### src/rtl/noc_pkt_arbiter.sv
// noc_pkt_arbiter: packet-granular round-robin arbiter merging NREQ AXI-stream requesters onto one output.
// Define NOC_ARB_PKT_CNT_EN to add per-requester 16-bit completed-packet counters on pkt_count.
module noc_pkt_arbiter #(
    parameter int BW   = 32,
    parameter int BWB  = BW / 8,
    parameter int NREQ = 4,
    parameter int IDW  = $clog2(NREQ)
) (
    input  logic                 clk_in,
    input  logic                 clk_in_rst_high,
    input  logic [NREQ-1:0]      req_TVALID,
    input  logic [NREQ*BW-1:0]   req_TDATA,
    input  logic [NREQ*BWB-1:0]  req_TKEEP,
    input  logic [NREQ-1:0]      req_TLAST,
    output logic [NREQ-1:0]      req_TREADY,
    output logic                 stream_out_TVALID,
    output logic [BW-1:0]        stream_out_TDATA,
    output logic [BWB-1:0]       stream_out_TKEEP,
    output logic                 stream_out_TLAST,
    input  logic                 stream_out_TREADY,
    output logic [IDW-1:0]       grant_id,
`ifdef NOC_ARB_PKT_CNT_EN
    output logic                 grant_busy,
    output logic [NREQ*16-1:0]   pkt_count
`else
    output logic                 grant_busy
`endif
);
    typedef enum logic {IDLE, BUSY} state_t;

    localparam logic [IDW:0] NREQ_W = (IDW + 1)'(NREQ);

    state_t          state, state_nxt;
    logic [IDW-1:0]  last_grant, last_nxt, grant_nxt, pick, off;
    logic [IDW:0]    sum;
    logic [NREQ-1:0] rot;
    logic [IDW-1:0]  chain [NREQ+1];
    logic [BW-1:0]   data_arr [NREQ];
    logic [BWB-1:0]  keep_arr [NREQ];
    logic            done;

    genvar i;
    generate
        for (i = 0; i < NREQ; i++) begin : g_lane
            assign data_arr[i] = req_TDATA[i*BW +: BW];
            assign keep_arr[i] = req_TKEEP[i*BWB +: BWB];
            assign chain[i]    = rot[i] ? IDW'(i) : chain[i+1];
        end
    endgenerate

    // rot[j] is the valid of requester (last_grant+1+j) mod NREQ; the lowest set bit wins
    assign rot      = NREQ'({req_TVALID, req_TVALID} >> ({1'b0, last_grant} + 1'b1));
    assign chain[NREQ] = '0;
    assign off      = chain[0];
    assign sum      = {1'b0, last_grant} + (IDW + 1)'(1) + {1'b0, off};
    assign pick     = (sum >= NREQ_W) ? IDW'(sum - NREQ_W) : IDW'(sum);
    assign done     = (state == BUSY) & req_TVALID[grant_id] & stream_out_TREADY & req_TLAST[grant_id];
    assign grant_busy = (state == BUSY);

    always_comb begin
        state_nxt         = state;
        grant_nxt         = grant_id;
        last_nxt          = last_grant;
        req_TREADY        = '0;
        stream_out_TVALID = 1'b0;
        stream_out_TDATA  = '0;
        stream_out_TKEEP  = '0;
        stream_out_TLAST  = 1'b0;
        if (state == IDLE) begin
            state_nxt = (|req_TVALID) ? BUSY : IDLE;
            grant_nxt = (|req_TVALID) ? pick : grant_id;
        end else begin
            stream_out_TVALID = req_TVALID[grant_id];
            stream_out_TDATA  = data_arr[grant_id];
            stream_out_TKEEP  = keep_arr[grant_id];
            stream_out_TLAST  = req_TLAST[grant_id];
            req_TREADY        = NREQ'(stream_out_TREADY) << grant_id;
            state_nxt         = done ? IDLE : BUSY;
            last_nxt          = done ? grant_id : last_grant;
        end
    end

    always_ff @(posedge clk_in or posedge clk_in_rst_high) begin
        if (clk_in_rst_high) begin
            state      <= IDLE;
            grant_id   <= '0;
            last_grant <= IDW'(NREQ - 1);
        end else begin
            state      <= state_nxt;
            grant_id   <= grant_nxt;
            last_grant <= last_nxt;
        end
    end

`ifdef NOC_ARB_PKT_CNT_EN
    generate
        for (i = 0; i < NREQ; i++) begin : g_cnt
            logic [15:0] cnt;
            always_ff @(posedge clk_in or posedge clk_in_rst_high) begin
                if (clk_in_rst_high)
                    cnt <= '0;
                else if (done && grant_id == IDW'(i))
                    cnt <= cnt + 16'd1;
            end
            assign pkt_count[i*16 +: 16] = cnt;
        end
    endgenerate
`endif
endmodule
### config.mk
export PLATFORM = sky130hd
export DESIGN_NAME = noc_pkt_arbiter
export DESIGN_NICKNAME = d
export VERILOG_FILES = /design/src/rtl/noc_pkt_arbiter.sv
export SDC_FILE = /design/constraint.sdc
export NUM_CORES = 1
export LEC_CHECK = 0
export BUFFER_PORTS_ARGS = -buffer_cell sky130_fd_sc_hd__buf_2
export CORE_AREA = 2 2 76 78
export DETAILED_ROUTE_END_ITERATION = 7
export DIE_AREA = 0 0 78 80
export HOLD_SLACK_MARGIN = 0.03
export PLACE_DENSITY = 0.74
export SETUP_SLACK_MARGIN = 0.3
export SLEW_MARGIN = 10
export SYNTH_ARGS = -nofsm -noshare
export SYNTH_HDL_FRONTEND = slang
export SYNTH_SLANG_ARGS = --single-unit
### constraint.sdc
create_clock -name clk_in -period 4 [get_ports clk_in]
set_input_delay 0.8 -clock clk_in [delete_from_list [all_inputs] [get_ports clk_in]]
set_output_delay 0.8 -clock clk_in [all_outputs]
set_load 0.05 [all_outputs]
==> results of run 1 <==
## sequential cells by signal (all words and copies together) (netlist names)
register,count
grant_busy,1
grant_id,2
last_grant,2
## stage by stage
stage	cells	hold slack [ns]
final	404	0.471
after detailed placement	400	0.519
after global routing	404	0.483
after CTS	404	0.471
after global placement	400	0.514
after floorplan	141	0.492
## cells by family (layout without fill, tap and decap cells)
group                    count (synthesis)  after routing  share of synthesized area [%]
AO/OA/AOI/OAI                           10             10                           4.57
XOR/XNOR                                 2              2                           1.12
adder cells (fa/ha/maj)                  1              1                          0.801
buffers and inverters                   20            211                           6.09
flip-flops                               5              5                           8.17
multiplexers                            40             40                           56.2
AND/OR/NAND/NOR                         63             63                           23.1
## final cells by class
class                      count  area, um^2
clock buffer                   4        45.0
fill                         526        2760
inverter                       5        18.8
multi-input combinational    116        1340
sequential                     5         130
tap                           72        90.1
timing repair buffer         202        1020
## power by group through the flow
stage	combinational (mW)	sequential, mW	clock, mW
after CTS	2.10	0.258	0.0943
after floorplan	1.74	0.157	0
after global placement	2.08	0.256	0
after global routing	2.19	0.271	0.0985
final	2.08	0.254	0.0921
after detailed placement	2.08	0.259	0
## final timing paths
| path | to | slack (ns) | cells after the start |
|---|---|---|---|
| max | stream_out_TDATA[21] | 0.90 | 4 |
| min | grant_busy | 0.47 | 2 |
| max reg2reg | last_grant[0] | 1.92 | 4 |
| min reg2reg | last_grant[1] | 0.52 | 2 |
| max in group asynchronous | last_grant[0] | 3.28 | 2 |
| min in group clk_in | last_grant[1] | 0.52 | 2 |
## metal layers
metal / vias up / routed length (um) / GRT usage, %
met1: 1009 / 2740 / 25.5
met2: 108 / 3330 / 33.1
met4: 0 / 19 / 2.11
li1: 933 / - / -
met3: 2 / 460 / 3.28
met5: - / 0 / 0
## critical path: stages, from the launching register on
cell and delay, ns:
dfrtp_2 0.81, buf_4 0.36, mux4_2 0.54, and2_1 0.17, buf_2 0.20
## cells in the final DEF (no fill, tap or decap), drive strengths merged, types with 2 or more instances in the layout
cell type	n
mux4	38
clkbuf	4
nand2	3
dfstp	2
buf	202
inv	5
and2	39
nand3	3
nor2	10
dfrtp	3
a21oi	2
o32ai	2
nor3	4
or2	3
==> metrics.md, run 1 <==
| Metric | Value |
|---|---|
| Initial detailed-routing violation count | 96 |
| Fin util | 48.9% |
| Power density over the cells | 920 nW/um^2 |
| Post-synth cell types | 31 |
| Yosys top cell by area | mux4_2 |
| Placed cell areas | 2600 um^2 |
| ANT cells | 0 |
| Sw Pwr | 1.52 mW |
| Post-route design area | 2640 um^2 |
| Avg Inst Size Synth | 11.1 um^2 |
| Die area | 6240 um^2 |
| # port buffers | 199 |
| Top cell type's share of synthesized area | 54.8% |
| CTS tree | yes |
| # nets final | 489 |
| Drt pass-1 iters | 4 |
| Maximum clock rate | 0.322 GHz |
| Vias/cell | 5.08 |
| Syn_nets | 297 |
| Mapped Cells | 141 |
| Layout cells sized above 1 | 75.9% |
| Fin crit share | 77.6% |
| Gr usage total | 19.0% |
| Slew @ Worst Pin | 0.928 ns |
| Total power | 2.43 mW |
| Syn Std Cell Area | 1560 um^2 |
| Yosys synthesis warning count | 0 |
| Total setup buffers inserted after CTS | 0 |
| Placed wire-length estimate | 5.41 mm |
| Worst-path maximum fanout | 25 |
| Int Power | 910 uW |
| Max_slew headroom | 38.1% |
| Synth async-reset ratio | 100% |
| Routed WL | 6.55 mm |
| WL/cell | 16.2 um |
| Clock power share | 3.8% |
| CTS resizes | 0 |
| P&R area growth vs syn | 69.2% |
| Largest net degree at the start of global routing | 43 |
| Status | complete, no violations |
| Critical Path Sink Type | output pin |
| Initial Util | 28.9% |
| IO Pins | 200 |
| Post-CTS Hold Buffers | 0 |
| Initial antenna violation count | 0 |
| Post-synth top cells | and2_1 (38), mux4_2 (38), nor2_1 (10) |
| Final min period | 3.10 ns |
| Die Width | 78 um |
| Vias in the first global route | 1923 |
| Final Wtd Congestion | 0.837 |
| Worst clock skew | 0.00349 ns |
| Antenna-violating nets left | 0 |
| Sequential Power Share | 10.4% |
| Worst skew pair latency | 0.22 ns |
| Post-route setup TNS | 0 ns |
| Max-Cap Viols | 0 |
| CTS Buffer Depth | 2 |
| Number of synthesized flops with an enable pin | 0 |
| Worst EP arrival | 2.30 ns |
| Startpoint types | flop |
| Setup WS post-layout | 0.895 ns |
| FF+latch count, synth | 5 |
| Final slew viol count | 0 |
| H-tree depth | 1 |
| Inserted Clock Buffers | 3 |
| CP Data Required Time | 3.20 ns |
| Core area | 5410 um^2 |
| RSZ-0062 raised after global routing | false |
| Leak pwr | 1.36 nW |
| R2r startpoint | grant_id[1] |
| Final setup fails | 0 |
| First-pass GRT wire length | 9.38 mm |
| Die Span Y | 80 um |
| Sw Ratio | 62.5% |
| Worst-path clk slew | 0.04 ns |
| Pre-CTS setup slack | 1.07 ns |
| Rows | 27 |
| Hold Crit Class | in -> async |
| Cell at the root of the clock tree | clkbuf_8 |
| Top post-synthesis cells by area | mux4_2 (55%), and2_1 (15%), dfrtp_1 (4.8%) |
| Crit path kind | reg -> out |
| Via count | 2052 |
| CP Launch Point | grant_id[0] |
| Ys flop type | dfrtp_1 |
| Final hold violation count | 0 |
| Gate power share | 85.8% |
| Peak VDD IR | 0.646 mV |
| Clk sink count | 5 |
| Grt ovf | 0 |
| Seq/Total Area, Yosys | 8.17% |
| DRC viols | 0 |
No activity file was read; power rests on OpenSTA's default activity.
==> inputs of run 2 (changes only) <==
Settings changed: CORE_AREA 2 2 76 78 to unset, CORE_ASPECT_RATIO set to 0.6, CORE_MARGIN set to 1, CORE_UTILIZATION set to 30, DIE_AREA 0 0 78 80 to unset, PLACE_DENSITY 0.74 to 0.8.
Clock period 4 ns to 2.69 ns, I/O delays scaled along.
==> metrics.md, run 2 (synthesized netlist as in run 1, its figures left out) <==
| Metric | Value |
|---|---|
| Routed WL | 6.04 mm (-7.8%) |
| Worst clock skew | 0.000348 ns (-0.00314 ns) |
| Initial antenna violation count | 0 (unchanged) |
| Most frequent cells in the layout | buf_2 (199), mux4_2 (38), and2_1 (38) |
| Via count | 1993 (-2.9%) |
| # nets final | 491 (+0.41%) |
| R2r startpoint | last_grant[0] |
| Worst-path maximum fanout | 17 (-32%) |
| CTS tree | yes |
| Total power | 3.70 mW (+52%) |
| H-tree depth | 1 (unchanged) |
| Power density over the cells | 1360 nW/um^2 (+48%) |
| Fin util | 56.7% (+7.9 points) |
| Clk sink count | 5 (unchanged) |
| DRC viols | 0 (unchanged) |
| Final min period | 2.30 ns |
| Rows | 19 (-30%) |
| Startpoint types | flop |
| Critical Path Sink Type | output pin |
| CTS Buffer Depth | 2 (unchanged) |
| Placed cell areas | 2610 um^2 (+0.43%) |
| Cell at the root of the clock tree | clkbuf_8 |
| Die Span Y | 57.9 um (-28%) |
| Initial Util | 32.7% (+3.8 points) |
| Final Wtd Congestion | 0.889 (+6.3%) |
| P&R area growth vs syn | 73.6% |
| Leak pwr | 1.39 nW (+2.5%) |
| # port buffers | 199 (unchanged) |
| Pre-CTS setup slack | 0.382 ns (-0.692 ns) |
| Layout cells sized above 1 | 76.6% (+0.74 points) |
| Crit path kind | reg -> out |
| Gr usage total | 20.3% (+1.4 points) |
| Placed wire-length estimate | 4.99 mm (-7.8%) |
| First-pass GRT wire length | 8.50 mm (-9.4%) |
| Post-route setup TNS | 0 ns (unchanged) |
| Final hold violation count | 0 (unchanged) |
| Largest net degree at the start of global routing | 43 (unchanged) |
| Slew @ Worst Pin | 0.572 ns (-0.356 ns) |
| Setup WS post-layout | 0.394 ns (-0.501 ns) |
| Max-Cap Viols | 0 (unchanged) |
| Worst skew pair latency | 0.22 ns (about the same) |
| Maximum clock rate | 0.436 GHz |
| Die Width | 95.1 um (+22%) |
| Status | complete, no violations |
| Vias in the first global route | 1916 (-0.36%) |
| Peak VDD IR | 0.715 mV (+11%) |
| WL/cell | 15.2 um (-6.2%) |
| Post-route design area | 2710 um^2 (+2.7%) |
| Inserted Clock Buffers | 3 (unchanged) |
| Die area | 5510 um^2 (-12%) |
| Grt ovf | 0 (unchanged) |
| Fin crit share | 85.3% |
| Worst-path clk slew | 0.04 ns (about the same) |
| Core area | 4780 um^2 (-12%) |
| Final slew viol count | 0 (unchanged) |
| IO Pins | 200 (unchanged) |
| Vias/cell | 5.02 (-1.2%) |
| Hold Crit Class | in -> async |
| CP Launch Point | grant_id[0] |
| Initial detailed-routing violation count | 56 (-42%) |
| Most common cell after layout, fill and taps aside | buf_2 |
| Worst EP arrival | 1.76 ns (-0.54 ns) |
| RSZ-0062 raised after global routing | false |
| CP Data Required Time | 2.15 ns (-1.05 ns) |
| Max_slew headroom | 61.9% (+24 points) |
| ANT cells | 0 (unchanged) |
| Antenna-violating nets left | 0 (unchanged) |
| Drt pass-1 iters | 4 (unchanged) |
| Final setup fails | 0 (unchanged) |
run 2: through the flow:
step,hold WS [ns],cells
global placement,0.443,391
CTS,0.202,395
finish,0.199,397
detailed placement,0.440,391
floorplan,0.315,141
global route,0.207,397
run 2: area by class of cell:
class	instances	area (um^2)
fill	452	2070
sequential	5	133
inverter	5	18.8
multi-input combinational	116	1350
timing repair buffer	204	1090
clock buffer	4	45.0
tap	63	78.8
run 2: what timing repair did:
action                     in CTS  in global routing
setup buffers                   0                  1
hold buffers                    0                  0
setup endpoints to repair      40                 13
resized for setup               1                  1
gates cloned                    0                  1
run 2: path summary, 6_finish.rpt:
kind	endpoint	cells after the start	slack, ns
setup / recovery	stream_out_TLAST	4	0.39
hold / removal	grant_busy	2	0.20
setup reg to reg	grant_id[1]	8	0.73
hold reg to reg	last_grant[1]	2	0.53
max in group asynchronous	last_grant[0]	2	2.26
min in group clk_in	last_grant[1]	2	0.53
run 2: worst max-delay path, cell delays in order, from the launching register on:
cell and delay, ns:
dfrtp_2 0.42, buf_12 0.20, mux4_2 0.54, and2_1 0.17, buf_2 0.20
run 2: power breakdown:
group | total (mW) | switching [mW] | internal, mW | leakage (nW)
Combinational | 3.28 | 2.06 | 1.22 | 1.31
Clock | 0.142 | 0.0397 | 0.102 | 0.0228
Sequential | 0.278 | 0.148 | 0.131 | 0.0521
run 2: layer usage:
metal / track usage (%) / wire (um) / vias to the layer above
met1: 21.4 / 2260 / 962
met5: 0 / 0 / -
met4: 4.55 / 34 / 0
met3: 4.59 / 446 / 4
li1: - / - / 937
met2: 40.9 / 3300 / 90
